--- src/rtl/hangman_pkg.sv ---
// hangman_pkg: definitions shared by the wireless letter link.
//   rx_state_t        : receiver FSM states (IDLE, START, DATA, PARITY, STOP, BREAK)
//   CLKS_PER_BIT_DEF  : default clocks per bit (12 MHz / 9600 baud)
//   DATA_BITS_DEF     : default data bits per frame
//   CODE_*            : game-control byte codes shared with the transmitter
package hangman_pkg;

  typedef enum logic [2:0] {
    IDLE   = 3'd0,
    START  = 3'd1,
    DATA   = 3'd2,
    PARITY = 3'd3,
    STOP   = 3'd4,
    BREAK  = 3'd5
  } rx_state_t;

  localparam int CLKS_PER_BIT_DEF = 1250;
  localparam int DATA_BITS_DEF    = 8;

  // Control codes sit below printable ASCII so they never collide with letters.
  localparam logic [7:0] CODE_NEW_GAME = 8'h01;
  localparam logic [7:0] CODE_WIN      = 8'h02;
  localparam logic [7:0] CODE_LOSE     = 8'h03;
  localparam logic [7:0] CODE_ABORT    = 8'h04;

endpackage

--- src/rtl/msg_rx_sync.sv ---
// msg_rx_sync: two-flop synchroniser for an asynchronous single-bit input.
//   clk  : destination clock
//   rst  : asynchronous active-high reset, both flops load RST_VAL
//   d    : asynchronous input
//   q    : synchronised output
module msg_rx_sync #(
  parameter logic RST_VAL = 1'b1
) (
  input  logic clk,
  input  logic rst,
  input  logic d,
  output logic q
);

  logic meta_r;

  // Two-stage capture of the asynchronous input.
  always_ff @(posedge clk or posedge rst) begin
    if (rst) begin
      meta_r <= RST_VAL;
      q      <= RST_VAL;
    end else begin
      meta_r <= d;
      q      <= meta_r;
    end
  end

endmodule

--- src/rtl/msg_rx.sv ---
// msg_rx: 8N1 UART receiver feeding the player-side game FSM.
//   clk, rst       : system clock, asynchronous active-high reset
//   rx_serial      : raw serial line from the radio (idles high, asynchronous)
//   rx_ack         : FSM consumed rx_data (only meaningful while rx_valid=1)
//   rx_data        : last good byte received
//   rx_valid       : rx_data holds an unconsumed byte
//   rx_busy        : a frame is in progress
//   framing_error  : one-cycle pulse, stop bit sampled low
//   overrun        : one-cycle pulse, good byte dropped because rx_valid was still set
//   parity_error   : (MSG_RX_PARITY_EN only) one-cycle pulse, even parity failed
// Build option: define MSG_RX_PARITY_EN to accept 8E1 frames with a parity check.
module msg_rx
  import hangman_pkg::*;
#(
  parameter int CLKS_PER_BIT = CLKS_PER_BIT_DEF,
  parameter int DATA_BITS    = DATA_BITS_DEF
) (
  input  logic                 clk,
  input  logic                 rst,
  input  logic                 rx_serial,
  input  logic                 rx_ack,
  output logic [DATA_BITS-1:0] rx_data,
  output logic                 rx_valid,
  output logic                 rx_busy,
  output logic                 framing_error,
  output logic                 overrun
`ifdef MSG_RX_PARITY_EN
  ,
  output logic                 parity_error
`endif
);

  localparam int CW = $clog2(CLKS_PER_BIT);
  localparam int BW = $clog2(DATA_BITS + 1);
  localparam logic [CW-1:0] HALF_LAST    = CW'(CLKS_PER_BIT / 2 - 1);
  localparam logic [CW-1:0] BIT_LAST     = CW'(CLKS_PER_BIT - 1);
  localparam logic [BW-1:0] BIT_CNT_LAST = BW'(DATA_BITS - 1);

  logic                 rxs_s;
  logic                 rxs_prev_r;
  logic [1:0]           settle_r;
  logic                 armed_r;
  logic                 start_s;
  rx_state_t            state_r, state_nxt_s;
  logic [CW-1:0]        baud_r, baud_nxt_s;
  logic [BW-1:0]        bit_r, bit_nxt_s;
  logic [DATA_BITS-1:0] shift_r, shift_nxt_s;
  logic                 par_bad_r, par_bad_nxt_s;
  logic                 good_r, good_nxt_s;
  logic                 ferr_nxt_s;
`ifdef MSG_RX_PARITY_EN
  logic                 perr_nxt_s;

  // Even parity: data plus parity bit must contain an even number of ones.
  function automatic logic parity_bad(input logic [DATA_BITS-1:0] d, input logic p);
    return ^{d, p};
  endfunction
`endif

  msg_rx_sync #(.RST_VAL(1'b1)) u_sync (
    .clk (clk),
    .rst (rst),
    .d   (rx_serial),
    .q   (rxs_s)
  );

  // The synchroniser's reset value of 1 is synthetic; only a high level seen
  // after both stages hold real line data arms start detection, so a line that
  // is already low when reset ends is never taken as a start bit.
  always_ff @(posedge clk or posedge rst) begin
    if (rst) begin
      rxs_prev_r <= 1'b1;
      settle_r   <= 2'b00;
      armed_r    <= 1'b0;
    end else begin
      rxs_prev_r <= rxs_s;
      settle_r   <= {settle_r[0], 1'b1};
      armed_r    <= armed_r | (settle_r[1] & rxs_s);
    end
  end

  assign start_s = armed_r & rxs_prev_r & ~rxs_s;

  // Next-state logic: every transition clears the baud counter.
  always_comb begin
    state_nxt_s   = state_r;
    baud_nxt_s    = baud_r;
    bit_nxt_s     = bit_r;
    shift_nxt_s   = shift_r;
    par_bad_nxt_s = par_bad_r;
    good_nxt_s    = 1'b0;
    ferr_nxt_s    = 1'b0;
`ifdef MSG_RX_PARITY_EN
    perr_nxt_s    = 1'b0;
`endif
    case (state_r)
      IDLE: begin
        baud_nxt_s    = '0;
        bit_nxt_s     = '0;
        par_bad_nxt_s = 1'b0;
        if (start_s) begin
          state_nxt_s = START;
        end else begin
          state_nxt_s = IDLE;
        end
      end
      START: begin
        if (baud_r == HALF_LAST) begin
          baud_nxt_s = '0;
          // A line back high at the start-bit centre was only a glitch.
          if (rxs_s == 1'b0) begin
            state_nxt_s = DATA;
          end else begin
            state_nxt_s = IDLE;
          end
        end else begin
          baud_nxt_s = baud_r + CW'(1'b1);
        end
      end
      DATA: begin
        if (baud_r == BIT_LAST) begin
          baud_nxt_s  = '0;
          // LSB arrives first, so shift in from the top.
          shift_nxt_s = {rxs_s, shift_r[DATA_BITS-1:1]};
          if (bit_r == BIT_CNT_LAST) begin
            bit_nxt_s = '0;
`ifdef MSG_RX_PARITY_EN
            state_nxt_s = PARITY;
`else
            state_nxt_s = STOP;
`endif
          end else begin
            bit_nxt_s = bit_r + BW'(1'b1);
          end
        end else begin
          baud_nxt_s = baud_r + CW'(1'b1);
        end
      end
`ifdef MSG_RX_PARITY_EN
      PARITY: begin
        if (baud_r == BIT_LAST) begin
          baud_nxt_s    = '0;
          par_bad_nxt_s = parity_bad(shift_r, rxs_s);
          state_nxt_s   = STOP;
        end else begin
          baud_nxt_s = baud_r + CW'(1'b1);
        end
      end
`endif
      STOP: begin
        if (baud_r == BIT_LAST) begin
          baud_nxt_s = '0;
`ifdef MSG_RX_PARITY_EN
          perr_nxt_s = par_bad_r;
`endif
          // Leave at stop-bit centre so a back-to-back start edge is not missed.
          if (rxs_s == 1'b1) begin
            state_nxt_s = IDLE;
            good_nxt_s  = ~par_bad_r;
          end else begin
            state_nxt_s = BREAK;
            ferr_nxt_s  = 1'b1;
          end
        end else begin
          baud_nxt_s = baud_r + CW'(1'b1);
        end
      end
      BREAK: begin
        baud_nxt_s = '0;
        if (rxs_s == 1'b1) begin
          state_nxt_s = IDLE;
        end else begin
          state_nxt_s = BREAK;
        end
      end
      default: begin
        state_nxt_s = IDLE;
        baud_nxt_s  = '0;
      end
    endcase
  end

  // FSM state, counters, shift register and error pulses.
  always_ff @(posedge clk or posedge rst) begin
    if (rst) begin
      state_r       <= IDLE;
      baud_r        <= '0;
      bit_r         <= '0;
      shift_r       <= '0;
      par_bad_r     <= 1'b0;
      good_r        <= 1'b0;
      rx_busy       <= 1'b0;
      framing_error <= 1'b0;
`ifdef MSG_RX_PARITY_EN
      parity_error  <= 1'b0;
`endif
    end else begin
      state_r       <= state_nxt_s;
      baud_r        <= baud_nxt_s;
      bit_r         <= bit_nxt_s;
      shift_r       <= shift_nxt_s;
      par_bad_r     <= par_bad_nxt_s;
      good_r        <= good_nxt_s;
      rx_busy       <= (state_nxt_s != IDLE);
      framing_error <= ferr_nxt_s;
`ifdef MSG_RX_PARITY_EN
      parity_error  <= perr_nxt_s;
`endif
    end
  end

  // Hand-off to the game FSM: deliver, drop with overrun, or clear on ack.
  always_ff @(posedge clk or posedge rst) begin
    if (rst) begin
      rx_data  <= '0;
      rx_valid <= 1'b0;
      overrun  <= 1'b0;
    end else begin
      overrun <= 1'b0;
      if (good_r) begin
        // An ack in the delivery cycle frees the slot for the new byte.
        if (!rx_valid || rx_ack) begin
          rx_data  <= shift_r;
          rx_valid <= 1'b1;
        end else begin
          overrun <= 1'b1;
        end
      end else if (rx_valid && rx_ack) begin
        rx_valid <= 1'b0;
      end
    end
  end

endmodule

--- config.mk ---
export PLATFORM = sky130hd
export DESIGN_NAME = msg_rx
export DESIGN_NICKNAME = d
export VERILOG_FILES = /design/src/rtl/hangman_pkg.sv /design/src/rtl/msg_rx_sync.sv /design/src/rtl/msg_rx.sv
export SDC_FILE = /design/constraint.sdc
export NUM_CORES = 1
export LEC_CHECK = 0
export BUFFER_PORTS_ARGS = -buffer_cell sky130_fd_sc_hd__buf_2
export CORE_MARGIN = 2
export CORE_UTILIZATION = 50
export CTS_BUF_LIST = sky130_fd_sc_hd__clkbuf_4 sky130_fd_sc_hd__clkbuf_8 sky130_fd_sc_hd__clkbuf_16
export DETAILED_ROUTE_END_ITERATION = 10
export PLACE_DENSITY_LB_ADDON = 0.25
export SLEW_MARGIN = 20
export SYNTH_ARGS = -nofsm -noshare
export SYNTH_HDL_FRONTEND = slang
export SYNTH_HIERARCHICAL = 1
export SYNTH_SLANG_ARGS = --single-unit
--- constraint.sdc ---
create_clock -name clk -period 2.51 [get_ports clk]
set_clock_uncertainty 0.15 [all_clocks]
set_input_delay 0.3765 -clock clk [delete_from_list [all_inputs] [get_ports clk]]
set_output_delay 0.3765 -clock clk [all_outputs]
set_load 0.005 [all_outputs]
==> results of run 1 <==
## stage by stage
stage / setup WS, ns / instance area (um^2) / hold slack (ns)
global placement: 0.289 / 2160 / 0.194
CTS: 0.257 / 2270 / 0.00981
finish: 0.260 / 2270 / 0.0195
global route: 0.200 / 2270 / 0.00608
detailed placement: 0.262 / 2160 / 0.188
floorplan: 0.306 / 2040 / 0.138
## metal layers
| layer | vias to the layer above | GRT usage, % | wire, um |
|---|---|---|---|
| met1 | 658 | 22.6 | 1610 |
| li1 | 645 | - | - |
| met4 | 0 | 6.00 | 50 |
| met2 | 20 | 28.8 | 1690 |
| met5 | - | 0 | 0 |
| met3 | 7 | 4.61 | 114 |
## how the worst max path moves through the flow
stage | slack, ns | to | cells after the start
6_report | 0.26 | shift_r[1]$_DFFE_PP0P_ | 4
3_5_place_dp | 0.26 | shift_r[1]$_DFFE_PP0P_ | 4
4_1_cts | 0.26 | shift_r[1]$_DFFE_PP0P_ | 4
5_1_grt | 0.20 | shift_r[1]$_DFFE_PP0P_ | 4
3_3_place_gp | 0.29 | shift_r[1]$_DFFE_PP0P_ | 4
2_1_floorplan | 0.31 | shift_r[0]$_DFFE_PP0P_ | 5
## state kept, by name (all words and copies together) (netlist names), 2 cells and up
name and count:
shift_r 8, rx_data 8, settle_r 2, bit_r 4, baud_r 11, state_r 3
## area by class of cell
| type | count | area (um^2) | area share (%) |
|---|---|---|---|
| inverter | 7 | 26.3 | 1.16 |
| timing repair buffer | 19 | 108 | 4.73 |
| clock inverter | 2 | 17.5 | 0.770 |
| multi-input combinational | 118 | 848 | 37.3 |
| sequential | 45 | 1130 | 49.7 |
| clock buffer | 6 | 82.6 | 3.63 |
| tap | 50 | 62.6 | 2.75 |
## worst register-to-register path: stages (launching register included)
cell and delay, ns:
sky130_fd_sc_hd__dfrtp_1 0.45, sky130_fd_sc_hd__or3_4 0.41, sky130_fd_sc_hd__or4_4 0.61, sky130_fd_sc_hd__nor2_8 0.18, sky130_fd_sc_hd__mux2_2 0.35
## layout by cell type (no fill, tap or decap), drive strengths merged, types with 2 or more instances in the layout
cell,count
buf,18
dfrtp,42
nand2,15
mux2,16
and3,2
dfstp,3
o211ai,3
nand4b,2
nand2b,3
a21oi,4
inv,8
xor2,5
a31oi,4
o31ai,2
or2,2
o21ai,3
a21o,2
nor3,3
nor2,21
and4,2
xnor2,4
a2bb2oi,3
ha,4
nand3,4
nand4,2
clkbuf,6
## synthesized netlist by cell type, types with 2 or more instances
cell                        count  area (um^2)
sky130_fd_sc_hd__xnor2_1        4         35.0
sky130_fd_sc_hd__nand2b_1       3         18.8
sky130_fd_sc_hd__dfstp_2        3         78.8
sky130_fd_sc_hd__nor3_1         3         15.0
sky130_fd_sc_hd__nand3_1        4         20.0
sky130_fd_sc_hd__and3_1         2         12.5
sky130_fd_sc_hd__nand2_1       15         56.3
sky130_fd_sc_hd__and4_1         2         17.5
sky130_fd_sc_hd__nor2_1        20         75.1
sky130_fd_sc_hd__o211ai_1       3         22.5
sky130_fd_sc_hd__a2bb2oi_1      3         26.3
sky130_fd_sc_hd__nand4b_1       2         17.5
sky130_fd_sc_hd__o31ai_1        2         15.0
sky130_fd_sc_hd__xor2_1         5         43.8
sky130_fd_sc_hd__inv_1          7         26.3
sky130_fd_sc_hd__a21o_1         2         15.0
sky130_fd_sc_hd__nand4_1        2         12.5
sky130_fd_sc_hd__a21oi_1        3         15.0
sky130_fd_sc_hd__mux2_2        16          180
sky130_fd_sc_hd__ha_1           4         50.1
sky130_fd_sc_hd__a31oi_1        4         25.0
sky130_fd_sc_hd__dfrtp_1       42         1050
sky130_fd_sc_hd__o21ai_0        3         15.0
## power by group
group          total [mW]  internal [mW]  switching, mW
Sequential          0.842          0.774         0.0684
Clock               0.477          0.228          0.248
Combinational       0.211         0.0934          0.117
Total                1.53           1.10          0.434
## kinds of logic (layout without fill, tap and decap cells)
logic type | count (synthesis) | after routing | share of synthesized area, %
simple gates | 64 | 64 | 17.6
flops | 45 | 45 | 55.3
compound gates | 24 | 24 | 8.58
mux | 16 | 16 | 8.82
buf+inv | 12 | 34 | 3.12
xor+xnor | 9 | 9 | 3.86
fa+ha+maj | 4 | 4 | 2.45
other cells | 1 | 1 | 0.184
==> results.txt, run 1 <==
- Drt initial violations: 89
* Final max-slew violation count: 0
- The largest single stage delay on the critical path is 0.61 ns.
- Final non-filler cell total: around 250
* Share of final-layout standard cells stronger than drive strength 1: 26.4%
- Antenna fix cells: 0
- The number of global-route vias before repair was roughly 1300.
- Count of final hold-check violations: 0
- Gr usage total: between 15 and 20%
* Number of nets with antenna violations after detailed routing: 0
* Critical R2R Launch: baud_r[2]$_DFF_PP0_
- Derived from the worst setup path, the maximum achievable clock frequency is between 400 and 500 MHz.
* Routed WL per cell: 14.0 um
* Critical Path Slowest Stage Cell: sky130_fd_sc_hd__or4_4
* Total congestion overflow after global routing: 0
* Setup Total Neg Slack: 0 ns
- Clock-pin slew was measured on the worst setup and hold paths at 0.09 ns.
- The critical path is of the reg -> reg type.
- The synthesized design contains 45 register bits.
- Maximum buffer depth of the clock tree: 2
- Post-Syn Nets: roughly 180
- The signal on the critical path passes through or3_4 -> or4_4 -> nor2_8 -> mux2_2.
- Core Area: just under 4000 um^2
* CTS tree: yes
- MaxCap Viol Count: 0
* Filler cell count: between 300 and 400
- Horiz. Die Dim: about 68 um
- A synthesized cell averages 11.7 um^2.
- Dominant synthesized flop cell: sky130_fd_sc_hd__dfrtp_1
- The first global-routing pass estimated between 5000 and 6000 um of wire.
* Reg-to-reg slack, setup: between 0.2 and 0.3 ns
- Half-perimeter wire length after placement: 2530 um
* CP Buf/Inv Count: 0
- Worst path top cell family by delay: simple AND/OR/NAND/NOR gates
- The netlist uses 44 different library cells.
- The worst-case IR drop observed on VDD is 0.435 mV.
* Drc violations: 0
- Number of detailed-route iterations in the first pass: 4
- The worst register-to-register path has a depth of 4.
- The number of hold buffers added after CTS was 1.
- In this run, synthesis inferred 0 flip-flops with an integrated enable.
- Tracing the worst setup path back leads to its startpoint at baud_r[2]$_DFF_PP0_.
- Post-route minimum period: 2.25 ns
* Arrival time of the worst setup path: between 2 and 2.5 ns
* Weighted congestion at the end of routability-driven global placement: around 0.83
- Post-CTS setup buffer count: 0
* Vias after detailed routing: around 1300
- Combined area of all synthesized cells: between 2000 and 2500 um^2
- CTS root buf: sky130_fd_sc_hd__clkbuf_8
- Worst hold endpoint: u_sync/meta_r$_DFF_PP1_
- After detailed routing, the total wire length is approximately 3500 um.
- HP Class: in -> reg
* Crit. End Element: flip-flop
* Worst setup SP type: flip-flop
* Worst hold path depth: 1
- Sinks on the clock net: 45
- The flow ran to the end, and the final reports show no timing, DRC or antenna violations.
- # rows: 23
* Number of gates resized after cts: 0
- Measured along the y axis, the die boundary spans around 68 um.
- Slew headroom: 65.8%
- Syn Inst Count: approximately 180
- From synthesis to final layout, the design area changed by 11.4%.
* Number of clock buffers inserted by TritonCTS: 5
- Number of levels in the clock H-tree: 2
- Crit path max fanout: 8
* Number of ports placed on the die boundary: 16
- NumNets Final: ~200
* Post-route clock period utilization: between 80% and 90%
- The design draws 1.53 mW.
* Starting density of the core: 51.4%
* Floorplan die area: between 4000 and 5000 um^2
- For this design the static power due to leakage is between 1 and 1.5 nW.
- Source of the worst hold timing path: rx_serial
- Counting tap cells, the placed design contains a total of 238 instances.
* Quantity of I/O buffers inserted on ports: 15
* Yosys warning count: 6
- Final core utilization: 57.3%
- Entering global routing, the biggest net connects 44 pins.
- The worst register-to-register path ends at shift_r[1]$_DFFE_PP0P_.
- At the pin with the least slew margin, the transition time is just over 0.5 ns.
* RSZ-0062 raised after global routing: no
* Power per cell area: roughly 670 nW/um^2
- For this run, asynchronously set or reset flops after synthesis account for between 90% and 100%.
- Number of failing setup endpoints in the final timing report: 0
* Initial antenna violation count: 0
* Endpoint required time on the critical path: 2.55 ns
* Proportion of synthesized chip area in sequential cells: 55.3%
- Average vias per placed instance: roughly 5.4
* Worst-skew pair later-pin latency: around 0.30 ns
Power figures use the tool's default switching activity.
==> run 2: changes to the inputs <==
--- a/config.mk
+++ b/config.mk
@@ -6,9 +6,12 @@
 export NUM_CORES = 1
 export LEC_CHECK = 0
 export BUFFER_PORTS_ARGS = -buffer_cell sky130_fd_sc_hd__buf_2
+export CELL_PAD_IN_SITES_DETAIL_PLACEMENT = 0
+export CELL_PAD_IN_SITES_GLOBAL_PLACEMENT = 1
 export CORE_MARGIN = 2
-export CORE_UTILIZATION = 50
+export CORE_UTILIZATION = 47
 export CTS_BUF_LIST = sky130_fd_sc_hd__clkbuf_4 sky130_fd_sc_hd__clkbuf_8 sky130_fd_sc_hd__clkbuf_16
+export CTS_CLUSTER_DIAMETER = 60
 export DETAILED_ROUTE_END_ITERATION = 10
 export PLACE_DENSITY_LB_ADDON = 0.25
 export SLEW_MARGIN = 20
@@ -16,3 +19,4 @@
 export SYNTH_HDL_FRONTEND = slang
 export SYNTH_HIERARCHICAL = 1
 export SYNTH_SLANG_ARGS = --single-unit
+export TNS_END_PERCENT = 50
==> results.txt, run 2 (synthesized netlist as in run 1, its figures left out) <==
- The flow ran to the end, and the final reports show no timing, DRC or antenna violations.
- # rows: 23
* Vias after detailed routing: approximately 1300
* Depth of the worst register-to-register path: 4
- Count of final hold-check violations: 0
- Crit. End Element: flip-flop
* Antenna fix cells: 0
- From synthesis to final layout, the design area changed by 11.1%.
- Clock-pin slew was measured on the worst setup and hold paths at about 0.090 ns.
* Power per cell area: roughly 660 nW/um^2
- Area post-placement: ~2200 um^2
- For this configuration, the core starts out at a cell density of 50.0%.
- For the worst setup path, the data arrival time is between 2 and 2.5 ns.
- The number of antenna violations at the first check in global routing was 0.
- Pin count of the biggest net entering global routing: between 40 and 50
* Floorplan die area: 4890 um^2
* Number of placed instances with taps included: 238
- Worst setup SP type: flip-flop
* Wire length of the first global-routing pass: ~6400 um
* DRT Wirelength: 3560 um
- The register with the most flip-flops in the layout has 11 of them.
- Counting every sink on the clock net gives between 40 and 50.
- For this run, the slowest stage of the critical path takes 0.61 ns.
- In this run the count of I/O pins placed on the die edge is 16.
- MaxCap Viol Count: 0
- Half-perimeter wire length after placement: between 2000 and 3000 um
- Vias in the first global route: 1434
- For the pin with the worst max-slew slack, the measured transition is ~0.54 ns.
* Drc violations: 0
- In this run the worst setup path terminates at shift_r[5]$_DFFE_PP0P_.
- The endpoint identified for the worst register-to-register timing path is shift_r[5]$_DFFE_PP0P_.
* Horiz. Die Dim: around 70 um
- Average vias per placed instance: between 5 and 6
* Drt initial violations: 99
* CTS root buf: sky130_fd_sc_hd__clkbuf_8
* Post-route minimum period: 2.25 ns
- Core Area: around 4000 um^2
- Post-route total power: 1.50 mW
- The number of gates resized after CTS was 0.
- Cell chain of the critical path: or3_4 -> or4_4 -> nor2_8 -> mux2_2
- The number of max-slew violations in the final report is 0.
- Setup violations remaining at the end of the flow were counted as 0.
- The first detailed-routing pass took 4 iterations.
- Slew headroom: ~64%
- Total congestion overflow after global routing: 0
- In the final routed layout, each cell accounts on average for ~14 um.
- CTS tree: yes
* Commonest non-fill, non-tap cell in the layout: sky130_fd_sc_hd__dfrtp_1
- Post-route clock period utilization: roughly nine tenths
- Gr usage total: ~16%
* NumNets Final: 204
* Number of clock buffers inserted by TritonCTS: 5
- Registers with the most flip-flops: baud_r: 11 flops, rx_data: 8 flops, shift_r: 8 flops
- The die is around 70 um tall.
* Weighted congestion at the end of routability-driven global placement: 0.824
- The H-tree was split into 2 levels.
* Largest reg by FF count: baud_r
* Crit path max fanout: 8
* Maximum buffer depth of the clock tree: 2
- HP Class: in -> reg
- The later pin in the worst-skew pair is clocked with a latency of roughly 0.3 ns.
- Quantity of I/O buffers inserted on ports: 15
* Critical Path Slowest Stage Cell: sky130_fd_sc_hd__or4_4
- Timing analysis after detailed placement gives a worst setup slack of about 0.25 ns.
- Critical R2R Launch: baud_r[8]$_DFF_PP0_
- Launching instance or port of the critical path: baud_r[8]$_DFF_PP0_
- The post-route netlist has 26.4% of its cells at a drive strength greater than 1.
* Setup Total Neg Slack: 0 ns
* Lkg Pwr: 1.11 nW
- The worst register-to-register path has a setup slack of roughly 0.26 ns.
* Most frequent cells in the layout: 42 x sky130_fd_sc_hd__dfrtp_1, 20 x sky130_fd_sc_hd__nor2_1, 16 x sky130_fd_sc_hd__mux2_2
* Number of nets with antenna violations after detailed routing: 0
- RSZ-0062 raised after global routing: no
* Max Clock Freq: around 440 MHz
- Maximum vdd drop: 0.548 mV
- The finished cells cover 2270 um^2.
- Buffers added to address setup during post-CTS repair amount to 0.
- At the worst endpoint, the required time is around 2.6 ns.
- After the flow finishes, the layout carries non-filler instances totaling approximately 250.
- Setup slack on the critical path of the routed design comes to between 0.2 and 0.3 ns.
- The worst setup path is of the reg -> reg kind.
-- run 2: cell count changes in the layout (fill, tap and decap cells not counted), sizes merged --
cell,before,now
clkbuf,6,5
clkinvlp,0,1
-- run 2: metal layers --
metal | GRT usage (%) | share of wire, % | up-vias
met3 | 4.47 | 3.5 | 6
met1 | 21.8 | 49 | 662
met2 | 25.5 | 46 | 19
li1 | - | - | 647
met5 | 0 | 0 | -
met4 | 5.34 | 1.4 | 0
-- run 2: area by class of cell --
| class | count | area (um^2) |
|---|---|---|
| Timing Repair Buffer | 19 | 108 |
| Clock buffer | 5 | 68.8 |
| Clock inverter | 3 | 25.0 |
| Inverter | 7 | 26.3 |
| Multi-Input combinational cell | 118 | 848 |
| Tap cell | 50 | 62.6 |
| Sequential cell | 45 | 1130 |
| Fill cell | 368 | 1820 |
-- run 2: worst min path at each step --
stage,startpoint,to,cells past startpoint
after floorplan,rst,u_sync/meta_r$_DFF_PP1_,1
after global placement,settle_r[0]$_DFF_PP0_,settle_r[1]$_DFF_PP0_,0
after detailed placement,settle_r[0]$_DFF_PP0_,settle_r[1]$_DFF_PP0_,0
after CTS,rx_serial,u_sync/meta_r$_DFF_PP1_,1
after global routing,rx_serial,u_sync/meta_r$_DFF_PP1_,1
final,rx_serial,u_sync/meta_r$_DFF_PP1_,1
-- run 2: metrics by stage --
step	utilization, %	hold WS (ns)
2_1_floorplan	-	0.138
3_3_place_gp	53.0	0.190
3_5_place_dp	53.0	0.186
4_1_cts	55.5	0.0131
5_1_grt	55.5	0.000470
6_report	55.5	0.0221
-- run 2: worst max-delay path, delay by kind of cell (launching register included) --
kind	cells	cell delay, ns
multiplexers	1	0.36
flip-flops	1	0.43
AND/OR/NAND/NOR	3	1.21
-- run 2: repair_timing --
action,in CTS,in global routing
endpoints found under the setup margin,0,0
hold buffers,1,0
endpoints found under the hold margin,2,0
-- run 2: where the power goes --
group	total (mW)	switching [mW]	internal [mW]
clock	0.455	0.255	0.201
combinational	0.208	0.114	0.0932
sequential	0.842	0.0677	0.774
